[src/rtl/branch_predictor_if.sv]
// rtl/branch_predictor_if.sv - fetch lookup and execute update signals of the branch predictor
interface branch_predictor_if #(
    parameter int CNT_W = 32
);
    logic [31:0]      PC_curr;
    logic             pred_taken;
    logic [31:0]      pred_target;
    logic [1:0]       PCSrc_pred;
    logic             upd_valid;
    logic [31:0]      upd_pc;
    logic             upd_taken;
    logic [31:0]      upd_target;
    logic             upd_pred_taken;
    logic [31:0]      upd_pred_target;
    logic             mispredict;
    logic [CNT_W-1:0] branch_count;
    logic [CNT_W-1:0] mispredict_count;

    modport master (
        output PC_curr, upd_valid, upd_pc, upd_taken, upd_target,
               upd_pred_taken, upd_pred_target,
        input  pred_taken, pred_target, PCSrc_pred, mispredict,
               branch_count, mispredict_count
    );

    modport slave (
        input  PC_curr, upd_valid, upd_pc, upd_taken, upd_target,
               upd_pred_taken, upd_pred_target,
        output pred_taken, pred_target, PCSrc_pred, mispredict,
               branch_count, mispredict_count
    );
endinterface

[src/rtl/branch_predictor.sv]
// rtl/branch_predictor.sv - direct-mapped BTB with 2-bit saturating counters and branch statistics
module branch_predictor #(
    parameter int IDX_BITS = 4,
    parameter int CNT_W    = 32
) (
    input logic           clk,
    input logic           rst,
    branch_predictor_if.slave bp
);
    localparam int ENTRIES = 1 << IDX_BITS;
    localparam int TAG_W   = 30 - IDX_BITS;

    logic [ENTRIES-1:0]       valid_q, valid_d;
    logic [ENTRIES-1:0][1:0]  ctr_q, ctr_d;
    logic [TAG_W-1:0]         tag_q [ENTRIES];
    logic [TAG_W-1:0]         tag_d [ENTRIES];
    logic [31:0]              target_q [ENTRIES];
    logic [31:0]              target_d [ENTRIES];
    logic                     mispredict_q, mispredict_d;
    logic [CNT_W-1:0]         branch_count_q, branch_count_d;
    logic [CNT_W-1:0]         mispredict_count_q, mispredict_count_d;

    logic [IDX_BITS-1:0]      lk_idx, up_idx;
    logic [TAG_W-1:0]         lk_tag, up_tag;
    logic                     lk_hit, lk_taken, up_hit, up_mis;

    // Lookup reads registered state only, so a same-cycle update is not bypassed
    always_comb begin
        lk_idx   = bp.PC_curr[IDX_BITS+1:2];
        lk_tag   = bp.PC_curr[31:IDX_BITS+2];
        lk_hit   = valid_q[lk_idx] && (tag_q[lk_idx] == lk_tag);
        lk_taken = lk_hit && ctr_q[lk_idx][1];
    end

    assign bp.pred_taken       = lk_taken;
    assign bp.pred_target      = lk_taken ? target_q[lk_idx] : 32'h0;
    assign bp.PCSrc_pred       = lk_taken ? 2'b10 : 2'b00;
    assign bp.mispredict       = mispredict_q;
    assign bp.branch_count     = branch_count_q;
    assign bp.mispredict_count = mispredict_count_q;

    always_comb begin
        up_idx = bp.upd_pc[IDX_BITS+1:2];
        up_tag = bp.upd_pc[31:IDX_BITS+2];
        up_hit = valid_q[up_idx] && (tag_q[up_idx] == up_tag);
        up_mis = (bp.upd_taken != bp.upd_pred_taken) ||
                 (bp.upd_taken && bp.upd_pred_taken &&
                  (bp.upd_target != bp.upd_pred_target));
    end

    always_comb begin
        valid_d  = valid_q;
        ctr_d    = ctr_q;
        tag_d    = tag_q;
        target_d = target_q;
        if (bp.upd_valid) begin
            if (up_hit) begin
                if (bp.upd_taken) begin
                    if (ctr_q[up_idx] != 2'b11) begin
                        ctr_d[up_idx] = ctr_q[up_idx] + 2'd1;
                    end
                    target_d[up_idx] = bp.upd_target;
                end else if (ctr_q[up_idx] != 2'b00) begin
                    ctr_d[up_idx] = ctr_q[up_idx] - 2'd1;
                end
            end else if (bp.upd_taken) begin
                // Allocation evicts whatever aliasing branch held this slot
                valid_d[up_idx]  = 1'b1;
                tag_d[up_idx]    = up_tag;
                target_d[up_idx] = bp.upd_target;
                ctr_d[up_idx]    = 2'b10;
            end
        end
    end

    always_comb begin
        mispredict_d       = bp.upd_valid && up_mis;
        branch_count_d     = branch_count_q;
        mispredict_count_d = mispredict_count_q;
        if (bp.upd_valid && (branch_count_q != {CNT_W{1'b1}})) begin
            branch_count_d = branch_count_q + CNT_W'(1);
        end
        if (mispredict_d && (mispredict_count_q != {CNT_W{1'b1}})) begin
            mispredict_count_d = mispredict_count_q + CNT_W'(1);
        end
    end

    always_ff @(posedge clk) begin
        if (rst) begin
            valid_q            <= '0;
            ctr_q              <= {ENTRIES{2'b01}};
            mispredict_q       <= 1'b0;
            branch_count_q     <= '0;
            mispredict_count_q <= '0;
        end else begin
            valid_q            <= valid_d;
            ctr_q              <= ctr_d;
            mispredict_q       <= mispredict_d;
            branch_count_q     <= branch_count_d;
            mispredict_count_q <= mispredict_count_d;
        end
    end

    // Tags and targets are only meaningful behind a valid bit, so they need no reset
    always_ff @(posedge clk) begin
        tag_q    <= tag_d;
        target_q <= target_d;
    end
endmodule
[src/flat_wrapper.sv]
// flat-port wrapper written by rule: the top's interface ports become plain ports
module branch_predictor_flat 
#(
    parameter int IDX_BITS = 4,
    parameter int CNT_W    = 32
)
  (clk, rst, bp_PC_curr, bp_upd_valid, bp_upd_pc, bp_upd_taken, bp_upd_target, bp_upd_pred_taken, bp_upd_pred_target, bp_pred_taken, bp_pred_target, bp_PCSrc_pred, bp_mispredict, bp_branch_count, bp_mispredict_count);
  branch_predictor_if #(.CNT_W(CNT_W)) bp_i ();
  input logic clk;
  input logic rst;
  input wire logic [$bits(bp_i.PC_curr)-1:0] bp_PC_curr;
  input wire logic [$bits(bp_i.upd_valid)-1:0] bp_upd_valid;
  input wire logic [$bits(bp_i.upd_pc)-1:0] bp_upd_pc;
  input wire logic [$bits(bp_i.upd_taken)-1:0] bp_upd_taken;
  input wire logic [$bits(bp_i.upd_target)-1:0] bp_upd_target;
  input wire logic [$bits(bp_i.upd_pred_taken)-1:0] bp_upd_pred_taken;
  input wire logic [$bits(bp_i.upd_pred_target)-1:0] bp_upd_pred_target;
  output wire logic [$bits(bp_i.pred_taken)-1:0] bp_pred_taken;
  output wire logic [$bits(bp_i.pred_target)-1:0] bp_pred_target;
  output wire logic [$bits(bp_i.PCSrc_pred)-1:0] bp_PCSrc_pred;
  output wire logic [$bits(bp_i.mispredict)-1:0] bp_mispredict;
  output wire logic [$bits(bp_i.branch_count)-1:0] bp_branch_count;
  output wire logic [$bits(bp_i.mispredict_count)-1:0] bp_mispredict_count;
  assign bp_i.PC_curr = bp_PC_curr;
  assign bp_i.upd_valid = bp_upd_valid;
  assign bp_i.upd_pc = bp_upd_pc;
  assign bp_i.upd_taken = bp_upd_taken;
  assign bp_i.upd_target = bp_upd_target;
  assign bp_i.upd_pred_taken = bp_upd_pred_taken;
  assign bp_i.upd_pred_target = bp_upd_pred_target;
  assign bp_pred_taken = bp_i.pred_taken;
  assign bp_pred_target = bp_i.pred_target;
  assign bp_PCSrc_pred = bp_i.PCSrc_pred;
  assign bp_mispredict = bp_i.mispredict;
  assign bp_branch_count = bp_i.branch_count;
  assign bp_mispredict_count = bp_i.mispredict_count;
  branch_predictor #(.IDX_BITS(IDX_BITS), .CNT_W(CNT_W)) u_core (.clk(clk), .rst(rst), .bp(bp_i));
endmodule
[config.mk]
export PLATFORM = sky130hd
export DESIGN_NAME = branch_predictor_flat
export DESIGN_NICKNAME = d
export VERILOG_FILES = /design/src/rtl/branch_predictor_if.sv /design/src/rtl/branch_predictor.sv /design/src/flat_wrapper.sv
export SDC_FILE = /design/constraint.sdc
export NUM_CORES = 1
export LEC_CHECK = 0
export BUFFER_PORTS_ARGS = -buffer_cell sky130_fd_sc_hd__buf_2
export CAP_MARGIN = 10
export CORE_ASPECT_RATIO = 0.7
export CORE_MARGIN = 1.5
export CORE_UTILIZATION = 35
export DETAILED_ROUTE_END_ITERATION = 12
export SLEW_MARGIN = 0
export SYNTH_ARGS = -nofsm -noshare
export SYNTH_HDL_FRONTEND = slang
export SYNTH_SLANG_ARGS = --single-unit
[constraint.sdc]
create_clock -name clk -period 5.6 [get_ports clk]
set_clock_uncertainty 0.05 [all_clocks]
set_input_delay 0 -clock clk [delete_from_list [all_inputs] [get_ports clk]]
set_output_delay 0 -clock clk [all_outputs]
set_load 0.05 [all_outputs]
**Word-level counts from Yosys, hierarchy flattened**

Cells that the tools add are included.

- Memory bits (read-only): 0
- Memories kept: 0
- Flip-flop bits (word level): 1041
- RAM bits: 0
- Bits of input ports: 133
- Bits in latches: 0

- $mul: 0
- Multiplexer cells: 36
- Equality and inequality tests: 8
- $lt $le $gt $ge: 6
- Shifts and indexed selects: 0
- Divide/modulo/power cells: 0
- Bitwise gates (word level): 7
- Add/subtract/negate cells: 4
- Reduce and logical (&&, ||, !) cells: 17

Operators by type and width:

| kind | number |
|---|---|
| $bwmux W512 | 1 |
| $bwmux W416 | 1 |
| $mux W32 | 9 |
| $bmux W26 S4 | 2 |
| $mux W26 | 5 |
| $bmux W32 S4 | 1 |
| $demux W32 S4 | 1 |
| $demux W26 S4 | 1 |
| $add A32 B1 Y32 const B | 2 |
| $bwmux W32 | 2 |
| $ne A32 B32 Y1 const B | 2 |
| $eq A26 B26 Y1 | 2 |
| $ne A32 B32 Y1 | 1 |
| $or A16 B16 Y16 | 2 |
| $and A16 B16 Y16 | 1 |
| $bmux W2 S4 | 2 |
| $not A16 Y16 | 1 |
| $ge A5 B5 Y1 const B | 2 |
| $logic_and A1 B1 Y1 | 10 |
| $lt A4 B5 Y1 const B | 2 |
| $not A4 Y5 | 2 |
| $bmux W1 S4 | 2 |
| $demux W2 S4 | 1 |
| $mux W2 | 4 |
| 15 further kinds | 19 |

**Logic depth before layout (Yosys ltp)**

Gate-level depths: netlist of the first run.

- Word-level depth: 8
- Depth in mapped cells: 17
- Gate-level depth less buffers: 10

**Worst setup path before layout of the first run**

OpenSTA, ideal clock, no wires.

- Kind: in2reg
- From: input bp_upd_pc[2]
- To: register u_core.tag_q[0] in the netlist's numbering (enable)
- Path slack: 1758 ps
- Path buffers: 5
- Library setup time: 409 ps
- Data required time: 5141 ps
- Arrival: 3383 ps
- Stages: 14
- Cells stage by stage: buf_6 -> buf_12 -> buf_12 -> buf_12 -> mux4_1 -> mux2i_1 -> xnor2_1 -> nor2_1 -> a32oi_1 -> a221oi_4 -> nand3_2 -> nand3_1 -> buf_2 -> nor2_1

- Cells in the longest elaborated chain, start to end: 8
- Elaborated cells between the ends (all ways): 10
- Classes of those cells: 1 x eq/ne; 5 x mux; 2 x bitwise; 2 x reduce/logical

RTL lines:

| element | RTL line | text |
|---|---|---|
| start: declaration | flat_wrapper.sv:13 | `input wire logic [$bits(bp_i.upd_pc)-1:0] bp_upd_pc;` |
| $not A4 Y5 (not written as such) | branch_predictor.sv:45 | `up_hit = valid_q[up_idx] && (tag_q[up_idx] == up_tag);` |
| $bmux W26 S4 | branch_predictor.sv:45 |  |
| $mux W26 (not written as such) (2 in a row) | branch_predictor.sv:45 |  |
| $eq A26 B26 Y1 | branch_predictor.sv:45 |  |
| $logic_and A1 B1 Y1 * | branch_predictor.sv:45 |  |
| $not A1 Y1 (no source line) * | -- |  |
| $reduce_and A3 Y1 (no source line) * | -- |  |
| end signal: assignment | branch_predictor.sv:106 | `tag_q <= tag_d;` |
| end: declaration | branch_predictor.sv:15 | `logic [TAG_W-1:0] tag_q [ENTRIES];` |

Mark *: on every way between the ends. The rest lies on a longest branch, timed or not. The select of a mux whose other input is x is not followed.
A chain may end at the register's enable or synchronous reset.

**Worst setup path after layout of the first run**

- From: register u_core.tag_q[117] in the netlist's numbering
- To: output bp_pred_target[1]

- Cells in the longest elaborated chain, start to end: 7

RTL lines:

| element | RTL line | text |
|---|---|---|
| $bmux W26 S4 | branch_predictor.sv:31 | `lk_hit = valid_q[lk_idx] && (tag_q[lk_idx] == lk_tag);` |
| $mux W26 (not written as such) (2 in a row) | branch_predictor.sv:31 |  |
| $eq A26 B26 Y1 | branch_predictor.sv:31 |  |
| $logic_and A1 B1 Y1 | branch_predictor.sv:31 |  |
| $logic_and A1 B1 Y1 | branch_predictor.sv:32 | `lk_taken = lk_hit && ctr_q[lk_idx][1];` |
| $mux W32 | branch_predictor.sv:36 | `assign bp.pred_target = lk_taken ? target_q[lk_idx] : 32'h0;` |
| end: declaration | flat_wrapper.sv:19 | `output wire logic [$bits(bp_i.pred_target)-1:0] bp_pred_target;` |

No other way between the ends. The select of a mux whose other input is x is not followed.

==> reports/metrics.cfg, run 1 <==
[run_status]
run_status = finished clean

[sta]
max_freq_ghz = 0.2175
tns_ns = 0
finalSetupViolations = 0
period_minus_slack_ns = 4.597
rsz0062_at_grt = no
drv_slew = 0
maxSlewHeadroom = 0.1825
worst_pin_slew_ns = 1.226
hold_viol = 0
holdWs_ns = 0.1658
period_share = 0.8209

[clock_tree]
root_buffer = clkbuf_16
clk_pin_slew_ns = 0.06
postCtsSetupBuffers = 0
cts_tree = yes
cts-buffers-inserted = 102
ctsHoldBuffers = 62
htreeDepth = 3
cts.sinks = 1041
clock_latency_ns = 0.72
cts.repair.resized = 0
clk_path_buf_depth = 3

[floorplanning]
io_pins = 233
start_util = 0.3522
dieArea_mm2 = 0.1314
fp.dieW_um = 432.7
die_h_um = 303.8
core.rowCount = 110
design.core.area_mm2 = 0.1284

[power]
power.density_mw_per_mm2 = 319.1
combPwrFrac = 0.070
p_clk_frac = 0.423
max-vdd-ir-drop_mv = 0.3119
sw_frac_of_total = 0.2244
p_leak_uw = 0.01708
p_seq_frac = 0.507
p_int_uw = 13110
switchingPower_uw = 3794

[logic_synthesis]
synthArstFlopShare = 0
avgSynthCellArea_um2 = 18.73
synth.net_count = 2553
synthesis.area_mm2 = 0.04523
synth-seq-cells = 1041
synth_top_area_cell = edfxtp_1
synth-edff-count = 928
yosysWarningCount = 0
ys_seq_area_frac = 0.6661
synth_area_leaders = edfxtp_1 (62%), mux4_2 (19%), dfxtp_1 (5.0%)
synth_ff_type = edfxtp_1
synth_top_area_share = 0.6161
synthCells = 2415
ys_types = 68

[worst_setup_path]
crit_slowest_cell = nor2b_1
slowest_delay_ns = 0.61
cp.arrival_ns = 4.55
r2r_setup_slack_ns = 1.32
r2r_start = u_core.tag_q[74]
cp-endpoint = bp_pred_target[1]
critPathBufInv = 2
crit_required_ns = 5.55
critPathLaunch = u_core.tag_q[117]
r2r-end = u_core.tag_q[81]
worstSetupPathType = flip-flop to output pin
cp_top_family = simple AND/OR/NAND/NOR gates
worst_setup_path_start_kind = flip-flop
path_max_fanout = 33
reg2reg_depth = 12
crit_chain = mux4_2 -> mux4_2 -> xnor2_1 -> nand4_1 -> nor4_1 -> nand4_1 -> buf_4 -> nor2b_1 -> buf_2
crit_cells = 9
worstSetupEndpointType = output pin

[placement]
portBuffers = 227
routabilityCongestion = 0.8559
dpl.hpwl_um = 73170

[detailed_routing]
avgViaCountPerCell = 5.530
first_iter_violations = 2863
routed_wl_um = 121400
firstDrtPassIters = 5
dr_total_vias = 25340
wire_per_inst_um = 26.49
detail-route-antenna-nets = 0
drcViolationCount = 0

[grt]
antenna_found_initial = 5
grt.overflow.total = 0
grt_max_degree = 115
grt_pass1_vias = 25710
grt_pass1_wl_um = 177200
grt.total_usage = 0.1831

[job]
drv_cap = 0

[layout]
num-fill-cells = 11280
syn_to_final_growth_pct = 17.14
fin_nets = 2897
layout-drive-gt1-share = 0.3221

[min_path]
hold_path.class = input port to flip-flop

[cells in the final DEF (no fill, tap or decap), types with 6 or more instances in the layout]
master / n
edfxtp_1: 928
or3_1: 18
nor4_1: 14
dfxtp_1: 113
clkinv_4: 7
a221o_1: 14
a22oi_1: 17
nand3_1: 28
clkinv_1: 19
and4_1: 6
a21oi_1: 44
mux4_1: 15
bufinv_16: 14
and3_1: 12
mux2i_1: 86
and2_1: 7
buf_4: 93
nor2b_1: 41
o21ai_0: 28
clkbuf_16: 103
xnor2_1: 84
nor2_1: 106
nor3_1: 23
mux4_2: 377
xor2_1: 48
clkbuf_1: 10
inv_1: 36
nand2_1: 67
nand2b_1: 7
o21ai_2: 10
buf_2: 220
nand4_1: 32
nor2_4: 32
a211oi_1: 16
clkinvlp_4: 13
dlygate4sd3_1: 62
clkinv_2: 14
[worst register-to-register path: cells and delay by family (launching register included)]
| family | cells | cell delay [ns] |
|---|---|---|
| AOI/OAI and AO/OA | 1 | 0.29 |
| buffers and inverters | 3 | 0.94 |
| DFF | 1 | 0.39 |
| and+or+nand+nor | 5 | 1.36 |
| xor gates and xnor gates | 1 | 0.24 |
| muxes | 2 | 0.66 |
[how the worst min path moves through the flow]
| stage | start | to | slack, ns | cells after the start |
|---|---|---|---|---|
| after CTS | bp_upd_pred_taken | u_core.bp.mispredict_count[8] | 0.12 | 6 |
| final | bp_upd_pred_taken | u_core.bp.mispredict_count[8] | 0.17 | 6 |
| after global routing | bp_upd_target[22] | u_core.target_q[54] | 0.16 | 2 |
| after global placement | bp_upd_target[22] | u_core.target_q[86] | 0.33 | 1 |
| after floorplan | bp_upd_pc[6] | u_core.tag_q[0] | 0.05 | 0 |
| after detailed placement | bp_upd_target[14] | u_core.target_q[78] | 0.35 | 1 |
[flip-flops by register name, summed over array words and instances, names as in the netlist]
name                        cells
u_core.tag_q                  416
u_core.valid_q                 16
u_core.bp.mispredict_count     32
u_core.ctr_q                   32
u_core.target_q               512
u_core.bp.branch_count         32
u_core.bp.mispredict            1
[stage by stage]
stage	std cells	util	total power [µW]	setup slack [ns]	cell area [µm²]
after floorplan	2415	-	9445	1.758	45230
after global placement	4329	0.3804	9854	0.9133	48850
after detailed placement	4329	0.3804	9883	0.8359	48850
after CTS	4580	0.4126	17060	0.9795	52980
after global routing	4581	0.4126	17410	0.9633	52980
final	4583	0.4126	16910	1.003	52980
[per-layer routing]
layer / share of wire / vias to the layer above / GRT usage
met5: 0 / - / 0
met4: 0.021 / 0 / 0.04774
met3: 0.067 / 148 / 0.03153
met2: 0.48 / 1010 / 0.2910
met1: 0.43 / 13550 / 0.2609
li1: - / 10640 / -
[cells in the mapped netlist (3+ instances only)]
| cell type | instances |
|---|---|
| a221oi_1 | 3 |
| a22oi_1 | 17 |
| o21ai_0 | 28 |
| nand2b_1 | 7 |
| and3_1 | 12 |
| o22ai_1 | 3 |
| nor4_1 | 15 |
| nor3b_1 | 3 |
| edfxtp_1 | 928 |
| a21oi_1 | 44 |
| buf_12 | 3 |
| and2_1 | 7 |
| nor2_1 | 138 |
| a221o_1 | 14 |
| buf_2 | 35 |
| buf_4 | 7 |
| nor2b_1 | 41 |
| nand2_1 | 68 |
| nor3_1 | 23 |
| o21ai_2 | 10 |
| xnor2_1 | 84 |
| mux4_2 | 377 |
| o211ai_1 | 4 |
| a21o_1 | 5 |
| mux2i_1 | 86 |
| or3_1 | 18 |
| inv_1 | 36 |
| buf_1 | 15 |
| nand4_1 | 32 |
| buf_6 | 10 |
| mux4_1 | 15 |
| nand3_1 | 29 |
| and4_1 | 6 |
| clkbuf_1 | 72 |
| xor2_1 | 48 |
| dfxtp_1 | 113 |
| ha_1 | 5 |
| a211oi_1 | 16 |
[power by group through the flow]
stage / Sequential [µW] / Clock [µW] / Combinational (µW)
2_1_floorplan: 8740 / 0 / 705
3_3_place_gp: 8730 / 0 / 1120
3_5_place_dp: 8740 / 0 / 1150
4_1_cts: 8570 / 7300 / 1190
5_1_grt: 8570 / 7580 / 1250
6_report: 8570 / 7160 / 1180
[kinds of logic (layout without fill, tap and decap cells)]
kind of cell,Yosys count,count (layout),synth area share
and+or+nand+nor,405,405,0.04437
other,1,4,0.00008291
adders and majority gates,5,5,0.001383
buffers and inverters,180,609,0.01931
AOI/OAI and AO/OA,171,171,0.02722
xor gates and xnor gates,132,132,0.02556
muxes,480,480,0.2160
DFF,1041,1041,0.6661
[cell type report]
type                    count  area [µm²]  share of cell area
diodes                      3       7.507           0.0001417
clock buffers             113        2615             0.04936
inverters                  37       138.9            0.002621
repair buffers            383        2551             0.04815
flip-flops and latches   1041       30130              0.5686
well taps                1736        2172             0.04100
multi-input cells        1194       14480              0.2733
clock inverters            76       887.1             0.01674
Power figures use the tool's default switching activity.
==> inputs of run 2 (changes only) <==
==> constraint.sdc (replaced) <==
create_clock -name clk -period 4.6 [get_ports clk]
set_clock_uncertainty 0.05 [all_clocks]
set_input_delay 0 -clock clk [delete_from_list [all_inputs] [get_ports clk]]
set_output_delay 0 -clock clk [all_outputs]
set_load 0.05 [all_outputs]
==> reports/metrics.cfg, run 2 (synthesis gave the netlist of run 1 again) <==
[layout]
num-fill-cells = 11240  ; -0.43%
syn_to_final_growth_pct = 18.04
layout_commonest_cell = edfxtp_1
final_area_mm2 = 0.05339  ; +0.77%
reg.largest.list = u_core.target_q x512, u_core.tag_q x416
fin_nets = 2914  ; +0.59%
postLayoutCoreUtil = 0.4158  ; +0.003157
layout_common_cells = edfxtp_1 (928), mux4_2 (377), buf_2 (220)
regMostFlops = u_core.target_q
largest_reg_flops = 512  ; unchanged
layout-drive-gt1-share = 0.3242  ; +0.002158

[floorplanning]
io_pins = 233  ; unchanged
fp.dieW_um = 432.7  ; unchanged
die_h_um = 303.8  ; unchanged
start_util = 0.3522  ; unchanged
core.rowCount = 110  ; unchanged
design.core.area_mm2 = 0.1284  ; unchanged
dieArea_mm2 = 0.1314  ; unchanged

[worst_setup_path]
crit_required_ns = 4.55  ; -1.00 ns
cp.arrival_ns = 4.16  ; -0.39 ns
reg2reg_depth = 10  ; -2
worstSetupEndpointType = output pin
path_max_fanout = 33  ; unchanged
worstSetupPathType = flip-flop to output pin
worst_setup_path_start_kind = flip-flop

[placement]
dpl.hpwl_um = 74690  ; +2.1%
routabilityCongestion = 0.8320  ; -2.8%
portBuffers = 227  ; unchanged
placed_area_mm2 = 0.04936  ; +1.0%

[detailed_routing]
dr_total_vias = 25550  ; +0.82%
detail-route-antenna-nets = 0  ; unchanged
first_iter_violations = 2994  ; +4.6%
wire_per_inst_um = 26.70  ; +0.78%
drcViolationCount = 0  ; unchanged
firstDrtPassIters = 6  ; +1
avgViaCountPerCell = 5.556  ; +0.47%
routed_wl_um = 122800  ; +1.1%

[clock_tree]
root_buffer = clkbuf_16
clk_path_buf_depth = 3  ; unchanged
cts.sinks = 1041  ; unchanged
ctsHoldBuffers = 62  ; unchanged
cts.repair.resized = 0  ; unchanged
htreeDepth = 3  ; unchanged
postCtsSetupBuffers = 0  ; unchanged
cts-buffers-inserted = 101  ; -0.98%
cts_tree = yes
clock_latency_ns = 0.71  ; about the same
clk_pin_slew_ns = 0.06  ; about the same

[sta]
finalSetupViolations = 0  ; unchanged
period_minus_slack_ns = 4.205
drv_slew = 0  ; unchanged
tns_ns = 0  ; unchanged
holdWs_ns = 0.1661  ; +0.0003060 ns
hold_viol = 0  ; unchanged
maxSlewHeadroom = 0.3449  ; +0.1624
period_share = 0.9142
max_freq_ghz = 0.2378
rsz0062_at_grt = no
worst_pin_slew_ns = 0.9826  ; -0.2436 ns

[grt]
grt_max_degree = 94  ; -18%
grt.overflow.total = 0  ; unchanged
grt.total_usage = 0.1864  ; +0.003285
grt_pass1_wl_um = 179200  ; +1.2%
grt_pass1_vias = 26270  ; +2.2%
antenna_found_initial = 7  ; +2

[min_path]
hold_path.class = input port to flip-flop
whs_path_depth = 2  ; -4

[power]
power.density_mw_per_mm2 = 382.5  ; +20%
max-vdd-ir-drop_mv = 0.2877  ; -7.8%
p_leak_uw = 0.01723  ; +0.90%

[job]
drv_cap = 0  ; unchanged

[run_status]
run_status = finished clean

==> run 2: changes by cell type in the layout (fill, tap and decap cells not counted), sizes merged <==
cell | previous run | this run
buf | 320 | 338
bufinv | 14 | 13
clkbuf | 114 | 110
clkinv | 43 | 49
clkinvlp | 14 | 10
diode | 3 | 4
==> run 2: metrics by stage <==
| step | power (µW) | std cells | worst slack, ns |
|---|---|---|---|
| 6_report | 20420 | 4599 | 0.3949 |
| 5_1_grt | 21050 | 4598 | 0.2150 |
| 4_1_cts | 20610 | 4595 | 0.3105 |
| 3_5_place_dp | 12060 | 4347 | 0.4419 |
| 3_3_place_gp | 12020 | 4347 | 0.5161 |
| 2_1_floorplan | 11500 | 2415 | 0.7581 |
==> run 2: critical path, cell delays in order (launching register included) <==
cell and delay [ns]:
edfxtp_1 0.38, mux4_2 0.51, mux4_2 0.51, xnor2_1 0.20, nand4_1 0.40, nor4_1 0.38
nand4_1 0.16, buf_4 0.29, nor2b_1 0.26, buf_2 0.30
==> run 2: cell type report <==
cell class	count	area [µm²]	share of cell area
diodes	4	10.01	0.0001875
clock buffers	109	2557	0.04790
clock inverters	77	843.3	0.01580
inverters	37	138.9	0.002601
multi-input cells	1194	14480	0.2712
flip-flops and latches	1041	30130	0.5643
well taps	1736	2172	0.04068
repair buffers	401	3062	0.05735
==> run 2: path summary, 6_finish.rpt <==
| check | startpoint | to | slack, ns |
|---|---|---|---|
| setup / recovery | u_core.tag_q[232] | bp_pred_target[15] | 0.39 |
| hold / removal | bp_upd_target[22] | u_core.target_q[150] | 0.17 |
| setup reg to reg | u_core.tag_q[143] | u_core.tag_q[97] | 0.94 |
| hold reg to reg | u_core.ctr_q[31] | u_core.ctr_q[31] | 0.42 |
==> run 2: routing by layer <==
metal,vias to the layer above,part of all wire,track usage
met5,-,0.00011,0
met4,2,0.030,0.06035
met3,215,0.085,0.04661
met2,1206,0.47,0.2883
met1,13450,0.42,0.2581
li1,10680,-,-
==> run 2: report_power, final <==
group | leakage [µW] | total [µW] | internal (µW) | switching [µW]
Clock | 0.00164 | 8530 | 4800 | 3730
Sequential | 0.00927 | 10400 | 10400 | 42.0
Combinational | 0.00632 | 1460 | 636 | 824
Total | 0.0172 | 20400 | 15800 | 4600
==> inputs of run 3 (changes only) <==
--- a/config.mk
+++ b/config.mk
@@ -11,6 +11,7 @@
 export CORE_MARGIN = 1.5
 export CORE_UTILIZATION = 35
 export DETAILED_ROUTE_END_ITERATION = 12
+export GPL_TIMING_DRIVEN = 0
 export SLEW_MARGIN = 0
 export SYNTH_ARGS = -nofsm -noshare
 export SYNTH_HDL_FRONTEND = slang
==> reports/metrics.cfg, run 3 (synthesis gave the netlist of run 1 again) <==
[grt]
grt_pass1_vias = 25890  ; -1.5%
grt_pass1_wl_um = 189400  ; +5.7%
antenna_found_initial = 8  ; +1
grt.overflow.total = 0  ; unchanged
grt_max_degree = 22  ; -77%
grt.total_usage = 0.2010  ; +0.01465

[worst_setup_path]
slowest_delay_ns = 0.96  ; +0.45 ns
crit_slowest_cell = a2111oi_4
reg2reg_depth = 10  ; unchanged
worstSetupEndpointType = flip-flop
cp_top_family = buffers and inverters
worst_setup_path_start_kind = input port
path_max_fanout = 16  ; -52%
crit_chain = buf_2 -> clkbuf_1 -> mux4_2 -> mux2i_1 -> xor2_1 -> nand3_1 -> a2111oi_4 -> nand3_2 -> nand3_2 -> buf_4 -> nor2_4 -> buf_16
cp.arrival_ns = 4.92  ; +0.76 ns
critPathBufInv = 4  ; +2
r2r_start = u_core.tag_q[13]
r2r-end = u_core.tag_q[210]
crit_required_ns = 4.98  ; +0.43 ns
cp-endpoint = u_core.tag_q[210]
critPathLaunch = bp_upd_pc[3]
r2r_setup_slack_ns = 0.07  ; -0.87 ns
timing.critical_path.mode_cell = nand3_2
worstSetupPathType = input port to flip-flop
crit_cells = 12  ; +3

[sta]
worst_pin_slew_ns = 1.256  ; +0.2735 ns
hold_viol = 0  ; unchanged
period_minus_slack_ns = 4.538  ; +0.3330 ns
maxSlewHeadroom = 0.1626  ; -0.1823
max_freq_ghz = 0.2204  ; -7.3%
tns_ns = 0  ; unchanged
rsz0062_at_grt = no
period_share = 0.9866  ; +0.07240
finalSetupViolations = 0  ; unchanged
drv_slew = 0  ; unchanged

[clock_tree]
root_buffer = clkbuf_16
clock_latency_ns = 0.74  ; +0.03 ns
cts_tree = yes
htreeDepth = 3  ; unchanged
clk_path_buf_depth = 3  ; unchanged
clk_pin_slew_ns = 0.06  ; about the same
cts.sinks = 1041  ; unchanged
cts-buffers-inserted = 100  ; -0.99%

[placement]
portBuffers = 219  ; -3.5%
dpl.hpwl_um = 87450  ; +17%
routabilityCongestion = 0.8433  ; +1.4%
placed_cells = 4413  ; +1.5%

[layout]
num-fill-cells = 11340  ; +0.90%
layout_commonest_cell = edfxtp_1
regMostFlops = u_core.target_q
layout-drive-gt1-share = 0.3142  ; -0.01003
fin_nets = 2983  ; +2.4%
layout_common_cells = edfxtp_1 (928), mux4_2 (377), buf_2 (255)
largest_reg_flops = 512  ; unchanged
reg.largest.list = u_core.target_q x512, u_core.tag_q x416
syn_to_final_growth_pct = 18.69
fin_cells = 4668  ; +1.5%

[min_path]
hold_path.class = input port to flip-flop

[power]
max-vdd-ir-drop_mv = 0.3344  ; +16%
p_leak_uw = 0.01731  ; +0.44%
power.density_mw_per_mm2 = 379.7  ; -0.74%

[job]
drv_cap = 0  ; unchanged

[detailed_routing]
wire_per_inst_um = 28.48  ; +6.7%
dr_total_vias = 26320  ; +3.0%
detail-route-antenna-nets = 0  ; unchanged
drcViolationCount = 0  ; unchanged
first_iter_violations = 3396  ; +13%
avgViaCountPerCell = 5.638  ; +1.5%
routed_wl_um = 132900  ; +8.3%
firstDrtPassIters = 5  ; -1

[floorplanning]
start_util = 0.3522  ; unchanged
io_pins = 233  ; unchanged
design.core.area_mm2 = 0.1284  ; unchanged
fp.dieW_um = 432.7  ; unchanged
dieArea_mm2 = 0.1314  ; unchanged
core.rowCount = 110  ; unchanged
die_h_um = 303.8  ; unchanged

[run_status]
run_status = finished clean

-- run 3: changes by cell type in the layout (fill, tap and decap cells not counted), moves of 5 or more --
cell,before,now
clkbuf_1,8,85
buf_8,1,7
clkdlybuf4s15_2,0,5
clkbuf_2,0,12
buf_6,2,11
buf_16,0,10
buf_12,34,28
buf_4,81,11
buf_1,0,6
buf_2,220,255
clkinvlp_4,9,1
-- run 3: how the worst min path moves through the flow --
stage	start	to	slack, ns	cells past startpoint
floorplan	bp_upd_pc[6]	u_core.tag_q[0]	0.05	0
global placement	rst	u_core.ctr_q[23]	0.34	3
detailed placement	bp_upd_pc[11]	u_core.tag_q[135]	0.35	1
CTS	bp_upd_valid	u_core.ctr_q[26]	0.05	5
global route	bp_upd_valid	u_core.ctr_q[22]	0.13	5
finish	bp_upd_valid	u_core.ctr_q[26]	0.11	5
-- run 3: final cells by class --
cell class,instances,area [µm²],area share
sequential,1041,30130,0.5612
multi-input combinational,1194,14510,0.2702
clock buffer,126,2643,0.04922
timing repair buffer,328,2636,0.04911
tap,1736,2172,0.04046
buffer,143,800.8,0.01492
clock inverter,59,649.4,0.01210
inverter,37,138.9,0.002587
antenna,4,10.01,0.0001864
-- run 3: report_power, final --
group / leakage (µW) / switching (µW) / internal (µW)
combinational: 0.00644 / 920 / 653
sequential: 0.00927 / 41.1 / 10400
clock: 0.00160 / 3710 / 4670
total: 0.0173 / 4670 / 15700
-- run 3: metal layers --
metal	vias up	global-route usage	share of wire
met5	-	0	0.00031
met4	6	0.05994	0.027
met3	224	0.04872	0.095
met2	1314	0.2970	0.45
met1	13950	0.2940	0.43
li1	10830	-	-
-- run 3: worst min-delay path, cell delays in order --
cell and delay [ns]:
buf_2 0.10, clkbuf_1 0.33, nand2_1 0.15, a21o_1 0.09, a221o_2 0.13
-- run 3: through the flow --
| stage | hold slack (ns) | instance area, µm² | util | setup slack [ns] | power, µW |
|---|---|---|---|---|---|
| 4_1_cts | 0.04862 | 53620 | 0.4176 | -0.08939 | 20500 |
| 2_1_floorplan | 0.04887 | 45230 | - | 0.7581 | 11500 |
| 5_1_grt | 0.1343 | 53680 | 0.4181 | 0.007474 | 20970 |
| 3_5_place_dp | 0.3511 | 49620 | 0.3864 | -1.309 | 12140 |
| 6_report | 0.1144 | 53690 | 0.4181 | 0.06184 | 20380 |
| 3_3_place_gp | 0.3416 | 48500 | 0.3777 | -2.704 | 12100 |
-- run 3: what timing repair did --
| item | in CTS | in global routing |
|---|---|---|
| endpoints found under the hold margin | 950 | 0 |
| setup buffers | 2 | 0 |
| resized for setup | 24 | 18 |
| pin swaps | 1 | 0 |
| setup endpoints to repair | 294 | 38 |
| hold buffers | 62 | 0 |
